[config.mk]
export PLATFORM = sky130hd
export DESIGN_NAME = uart_tx_arbiter
export DESIGN_NICKNAME = d
export VERILOG_FILES = /design/src/rtl/uart_tx_arbiter.sv
export SDC_FILE = /design/constraint.sdc
export NUM_CORES = 1
export LEC_CHECK = 0
export BUFFER_PORTS_ARGS = -buffer_cell sky130_fd_sc_hd__clkbuf_2
export CORE_ASPECT_RATIO = 1.4
export CORE_UTILIZATION = 45
export DETAILED_ROUTE_END_ITERATION = 8
export PLACE_DENSITY = 0.69
export SYNTH_ARGS = -nofsm -noshare
export SYNTH_HDL_FRONTEND = slang
export SYNTH_SLANG_ARGS = --single-unit
export TNS_END_PERCENT = 50
[constraint.sdc]
create_clock -name clk -period 3.5 [get_ports clk]
set_clock_uncertainty 0.1 [all_clocks]
set_input_delay 0.7 -clock clk [delete_from_list [all_inputs] [get_ports clk]]
set_output_delay 0.7 -clock clk [all_outputs]
set_load 0.01 [all_outputs]
[src/rtl/uart_tx_arbiter.sv]
// Round-robin arbiter that shares one uart_tx among four byte requesters.
// Each grant registers the selected byte and emits a single-cycle start strobe.
// The block then stays busy for one full frame slot before it arbitrates again.
module uart_tx_arbiter #(
  parameter int unsigned BAUD       = 9600,
  parameter int unsigned CLK_FRE    = 50_000_000,
  parameter int unsigned GUARD_BITS = 1
) (
  input  logic        clk,
  input  logic        rst_n,
  input  logic        en,
  input  logic [3:0]  req,
  input  logic [31:0] req_data,
  output logic [3:0]  ack,
  output logic [7:0]  tx_data,
  output logic        tx_data_flag,
  output logic        busy,
  output logic [1:0]  grant_id
);

  // Start bit, 8 data bits, stop bit, then the guard idle time.
  localparam int unsigned FrameCycles = (CLK_FRE / BAUD) * (10 + GUARD_BITS);
  localparam int unsigned CntW        = $clog2(FrameCycles + 1);
  localparam logic [CntW-1:0] CntLoad = CntW'(FrameCycles - 1);

  typedef enum logic [0:0] {StIdle, StSend} state_e;

  state_e          state_q;
  logic [CntW-1:0] cnt_q;
  logic [1:0]      sel;
  logic [1:0]      idx;
  logic            found;

  // Round-robin pick: scan upward from the requester after the last grant.
  always_comb begin
    sel   = '0;
    idx   = '0;
    found = 1'b0;
    for (int k = 1; k <= 4; k++) begin
      idx = grant_id + 2'(k);
      if (!found && req[idx]) begin
        found = 1'b1;
        sel   = idx;
      end
    end
  end

  // Two-state slot FSM with all outputs registered.
  always_ff @(posedge clk or negedge rst_n) begin
    if (!rst_n) begin
      state_q      <= StIdle;
      cnt_q        <= '0;
      tx_data      <= 8'h00;
      tx_data_flag <= 1'b0;
      ack          <= 4'b0000;
      busy         <= 1'b0;
      grant_id     <= 2'd3;
    end else begin
      // Strobe and ack are pulses; they default low every cycle.
      ack          <= 4'b0000;
      tx_data_flag <= 1'b0;
      case (state_q)
        StIdle: begin
          if (en && found) begin
            tx_data      <= req_data[{sel, 3'b000} +: 8];
            tx_data_flag <= 1'b1;
            ack          <= 4'b0001 << sel;
            grant_id     <= sel;
            cnt_q        <= CntLoad;
            busy         <= 1'b1;
            state_q      <= StSend;
          end
        end
        StSend: begin
          // en is deliberately ignored here so a started frame always completes.
          if (cnt_q == '0) begin
            busy    <= 1'b0;
            state_q <= StIdle;
          end else begin
            cnt_q <= cnt_q - CntW'(1);
          end
        end
        default: state_q <= StIdle;
      endcase
    end
  end

endmodule
==> flow_summary.toml, run 1 <==
[run_status]
status = "complete, no violations"

[global_routing]
globalRouteOverflowTotal = 0
grt_pass1_vias = 1355
met1_usage_pct = 23.2
grt_use_met3_pct = 4.04
grtUsageTotal_pct = 20.3
grt_pass1_wl_um = 5920
grt_max_degree = 34
antenna_found_initial = 0
gr-max-usage-layer = "met2"
use_met2_pct = 35.9

[routing]
drc_errors = 0
wl_per_cell_um = 14.4
drtPass1Iterations = 4
vias = 1508
wl_um = 3870
vias_per_cell = 5.63
antenna_left = 0
drtIter0Drc = 38

[hold_path]
hp-class = "flip-flop to flip-flop"
hold_depth = 2

[power]
leakagePower_uw = 0.00103
ir_worst_vdd_mv = 0.510
p_int_uw = 870
sw_frac_of_total_pct = 36.5
switchingPower_uw = 499
p_seq_share_pct = 43.8
p_per_area_nw_per_um2 = 644
pwr-share-clk_pct = 20.4
p_comb_share_pct = 35.9

[clock_network]
cts_root_buf = "clkbuf_8"
h-tree-depth = 2
cts_tree = "yes"
numCtsBuffers = 5
ctsResizeCount = 0
ctsHoldBuffers = 0
clock-sinks = 33
clk_pin_slew_ps = 70
insertion_delay_ps = 280
cts_buffer_depth = 2
postCtsSetupBuffers = 0

[synth]
synth_compound_area_share_pct = 15.5
synth_edf_count = 0
ys_async_sr_fraction_pct = 100
ys_ff_latch = 33
synthAdderAreaFrac_pct = 0.726
ys.flop_type = "dfrtp_1"
yosysWarnings = 0
syn_area_um2 = 1720
synth-seq-area-share_pct = 48.0
synthDistinctLibCells = 41
syn-num-nets = 210
synthSimpleGateAreaFrac_pct = 19.3
synth_top_area_share_pct = 45.0
synth_mux_area_share_pct = 11.7
synth_xor_xnor_area_share_pct = 1.02
synth_area_leaders = "dfrtp_1 (45%), mux2i_1 (11%), o221ai_1 (4.1%), nand2_1 (3.9%), dfstp_2 (3.0%)"
synth_top_family_by_area = "simple AND/OR/NAND/NOR gates"
synth_cells = 170
avgSynthCellArea_um2 = 10.1
yosysTopAreaCell = "dfrtp_1"

[floorplan]
io_pins = 55
die-area_um2 = 4090
die_w_um = 54.3
die_h_um = 75.2
rows = 26
coreArea_um2 = 3640
start_util_pct = 47.3

[sta]
clock.fmax_ghz = 0.417
slew_viol_final = 0
max_slew_margin_pct = 46.0
fin_crit_sh_pct = 68.5
final_hold_viol_count = 0
fin_crit_ps = 2400
worstMarginPinSlew_ps = 810
setup_viol = 0
fin_tns_setup_ps = 0
rsz0062_at_grt = "false"
setup_slack_ps = 1100

[layout]
layout_commonest_cell = "clkbuf_2"
n_antenna_cell = 0
nNetsFinal = 265
final_cells = 268
area_growth_pct = 23.4
drive_above_1_share_pct = 32.7
mostFrequentLayoutCells = "clkbuf_2 (54), dfrtp_1 (31), mux2i_1 (19)"

[placement]
gp_congestion = 0.822
hpwl_um = 2760
post-place-cells = 260
port_buffers = 54
post-place-ws_ps = 1000

[critical_path]
path_depth = 7
cp.arrival_ps = 2500
start_kind = "flip-flop"
worstPathRequired_ps = 3610
slowest_stage = "nor3b_1"
reg2regPathDepth = 7
slowest_delay_ps = 480
crit_type = "flip-flop to flip-flop"
worst_setup_path_end_kind = "flip-flop"
path_max_fanout = 10
r2r_setup_slack_ps = 1100
crit_family = "simple AND/OR/NAND/NOR gates"
crit_chain = "inv_1, ha_1, nor3b_1, and2_0, a21oi_4, mux2_1, mux2i_1"
crit_buf_inv = 1

[flow_run]
maxCapViolations = 0
worst reg2reg max path: stages (launching register included):
cell     delay, ps
dfrtp_1        430
inv_1           80
ha_1           180
nor3b_1        480
and2_0         410
a21oi_4        170
mux2_1         350
mux2i_1        120
routing by layer:
| layer | vias to the layer above | part of all wire [%] |
|---|---|---|
| met2 | 46 | 51 |
| met4 | 0 | 1.2 |
| met3 | 5 | 5.2 |
| met1 | 719 | 43 |
| met5 | - | 0 |
| li1 | 738 | - |
flip-flops by register name, indices dropped and copies added (netlist names):
signal        flops
cnt_q            16
tx_data           8
ack               4
grant_id          2
busy              1
state_q           1
tx_data_flag      1
per-stage QoR:
step	hold slack (ps)	area [um^2]	util [%]	total power, uW
5_1_grt	411	2130	58.4	1460
6_report	388	2130	58.4	1370
4_1_cts	394	2130	58.4	1380
2_1_floorplan	304	1720	-	918
3_3_place_gp	369	2040	56.0	1090
3_5_place_dp	379	2040	56.0	1100
synthesized netlist by cell type (all sizes together) (5+ instances only):
| master | instances |
|---|---|
| a21oi | 6 |
| clkbuf | 5 |
| nor2 | 14 |
| o21ai | 5 |
| nand2 | 18 |
| inv | 8 |
| a211oi | 5 |
| nand3 | 7 |
| mux2i | 19 |
| dfrtp | 31 |
| o221ai | 8 |
power groups by stage:
stage / registers, uW / clock network [uW] / logic [uW]
after global routing: 618 / 298 / 545
after global placement: 605 / 0 / 487
final: 599 / 279 / 491
after CTS: 599 / 285 / 499
after detailed placement: 605 / 0 / 496
after floorplan: 615 / 0 / 303
worst paths after layout:
check                           start          to
max in group asynchronous       rst_n     state_q
min reg2reg                tx_data[0]  tx_data[0]
max reg2reg                  cnt_q[0]   cnt_q[13]
min in group asynchronous       rst_n   cnt_q[10]
min                        tx_data[0]  tx_data[0]
max                          cnt_q[0]   cnt_q[13]
kinds of logic (layout without fill, tap and decap cells):
group,after synthesis,after routing
flops,33,33
fa+ha+maj,1,1
mux,20,20
xor+xnor,2,2
buf+inv,16,72
simple gates,62,62
compound gates,36,36
final cells by class:
| class | instances | area, um^2 |
|---|---|---|
| clock buffers | 5 | 68.8 |
| clock inverters | 3 | 17.5 |
| well taps | 42 | 52.6 |
| inverters | 8 | 30.0 |
| fillers | 343 | 1520 |
| flip-flops and latches | 33 | 828 |
| multi-input cells | 121 | 845 |
| repair buffers | 56 | 285 |
(Power assumes the default switching activity.)
==> inputs of run 2 (changes only) <==
==> constraint.sdc (replaced) <==
create_clock -name clk -period 2.45 [get_ports clk]
set_clock_uncertainty 0.1 [all_clocks]
set_input_delay 0.49 -clock clk [delete_from_list [all_inputs] [get_ports clk]]
set_output_delay 0.49 -clock clk [all_outputs]
set_load 0.01 [all_outputs]
==> run 2 against run 1 <==
Critical path depth is 1 higher. Setup slack worse by 900 ps. Total power is 61% higher. Die area stayed put. Critical path type unchanged. Largest cell class unchanged. Largest power group unchanged. Highest routed layer unchanged.
==> flow_summary.toml, run 2 (same netlist as run 1, synthesis figures left out) <==
[run_status]
status = "complete, no violations"

[layout]
largest_registers = "cnt_q (16), tx_data (8), ack (4)"
largest_register_ffs = 16
layout_commonest_cell = "clkbuf_2"
area_growth_pct = 28.5
mostFrequentLayoutCells = "clkbuf_2 (54), dfrtp_1 (31), mux2i_1 (19)"
final_cells = 271
top_register = "cnt_q"
fillers = 324
n_antenna_cell = 0
drive_above_1_share_pct = 34.1
nNetsFinal = 268

[power]
p_per_area_nw_per_um2 = 993
leakagePower_uw = 0.00108
ir_worst_vdd_mv = 0.890

[floorplan]
die_w_um = 54.3
coreArea_um2 = 3640
die-area_um2 = 4090
rows = 26
start_util_pct = 47.3
die_h_um = 75.2
io_pins = 55

[sta]
max_slew_margin_pct = 45.2
rsz0062_at_grt = "false"
worstMarginPinSlew_ps = 822
final_hold_viol_count = 0
fin_tns_setup_ps = 0
fin_crit_ps = 2240
setup_viol = 0
fin_crit_sh_pct = 91.5
slew_viol_final = 0
clock.fmax_ghz = 0.446

[clock_network]
numCtsBuffers = 5
insertion_delay_ps = 290
cts_buffer_depth = 2
clk_pin_slew_ps = 70
cts_tree = "yes"
clock-sinks = 33
h-tree-depth = 2
cts_root_buf = "clkbuf_8"
postCtsSetupBuffers = 0

[routing]
wl_met2_um = 1960
drc_errors = 0
vias_per_cell = 5.46
met1_length_um = 1660
wl_per_cell_um = 14.3
drtPass1Iterations = 4
vias = 1479
drtIter0Drc = 34
dr_wl_met3_um = 191
routed.top_layer = "met4"
antenna_left = 0
wl_um = 3870

[global_routing]
grt_pass1_vias = 1367
grt_pass1_wl_um = 6130
grtUsageTotal_pct = 21.4
antenna_found_initial = 0
globalRouteOverflowTotal = 0
grt_max_degree = 34

[hold_path]
hp-class = "primary input to asynchronous set/reset pin"

[critical_path]
path_max_fanout = 10
start_kind = "flip-flop"
crit_type = "flip-flop to flip-flop"
cp.arrival_ps = 2350
cp-startpoint = "cnt_q[0]"
r2r-start = "cnt_q[0]"
worstPathRequired_ps = 2550
worst_setup_path_end_kind = "flip-flop"

[placement]
port_buffers = 54
hpwl_um = 2850
post-place-cells = 263
gp_congestion = 0.816

[flow_run]
maxCapViolations = 0
## run 2: metal layers
layer	GRT usage, %	vias to the layer above
li1	-	740
met1	24.8	692
met2	36.3	42
met3	5.45	5
met4	9.12	0
met5	0	-
## run 2: worst max-delay path, cell delays in order, from the launching register on
cell	delay, ps
dfrtp_1	410
inv_1	60
ha_1	220
nor3b_1	140
buf_4	150
and2_0	260
a21oi_4	330
mux2_1	360
mux2i_1	130
## run 2: what timing repair did
item	CTS	global route
setup endpoints to repair	0	3
resized for setup	0	2
hold buffers	0	0
endpoints found under the hold margin	0	0
## run 2: path summary, 6_finish.rpt
path | end | slack [ps] | cells after the start
max | cnt_q[13] | 210 | 8
min | tx_data[7] | 190 | 1
max reg2reg | cnt_q[13] | 210 | 8
min reg2reg | cnt_q[9] | 380 | 1
max in group asynchronous | cnt_q[7] | 1550 | 1
min in group clk | cnt_q[9] | 380 | 1
## run 2: through the flow
| step | power (uW) | cell area (um^2) | utilization (%) | setup WS, ps | hold slack [ps] |
|---|---|---|---|---|---|
| detailed placement | 1620 | 2080 | 57.0 | 119 | 374 |
| CTS | 2220 | 2210 | 60.6 | 121 | 212 |
| global route | 2350 | 2220 | 60.8 | 60.6 | 248 |
| finish | 2200 | 2220 | 60.8 | 208 | 187 |
| floorplan | 1310 | 1720 | - | 386 | 94.4 |
| global placement | 1590 | 2080 | 57.0 | 110 | 368 |
## run 2: area by class of cell
type	count	area, um^2	area share [%]
clock buffer	5	68.8	3.11
timing repair buffer	59	320	14.5
tap	42	52.6	2.37
clock inverter	3	65.1	2.94
multi-input combinational	121	851	38.4
sequential	33	828	37.4
inverter	8	30.0	1.36
## run 2: power breakdown
part           switching [uW]  internal (uW)
sequential                139            717
clock                     200            404
combinational             377            363
total                     717           1480
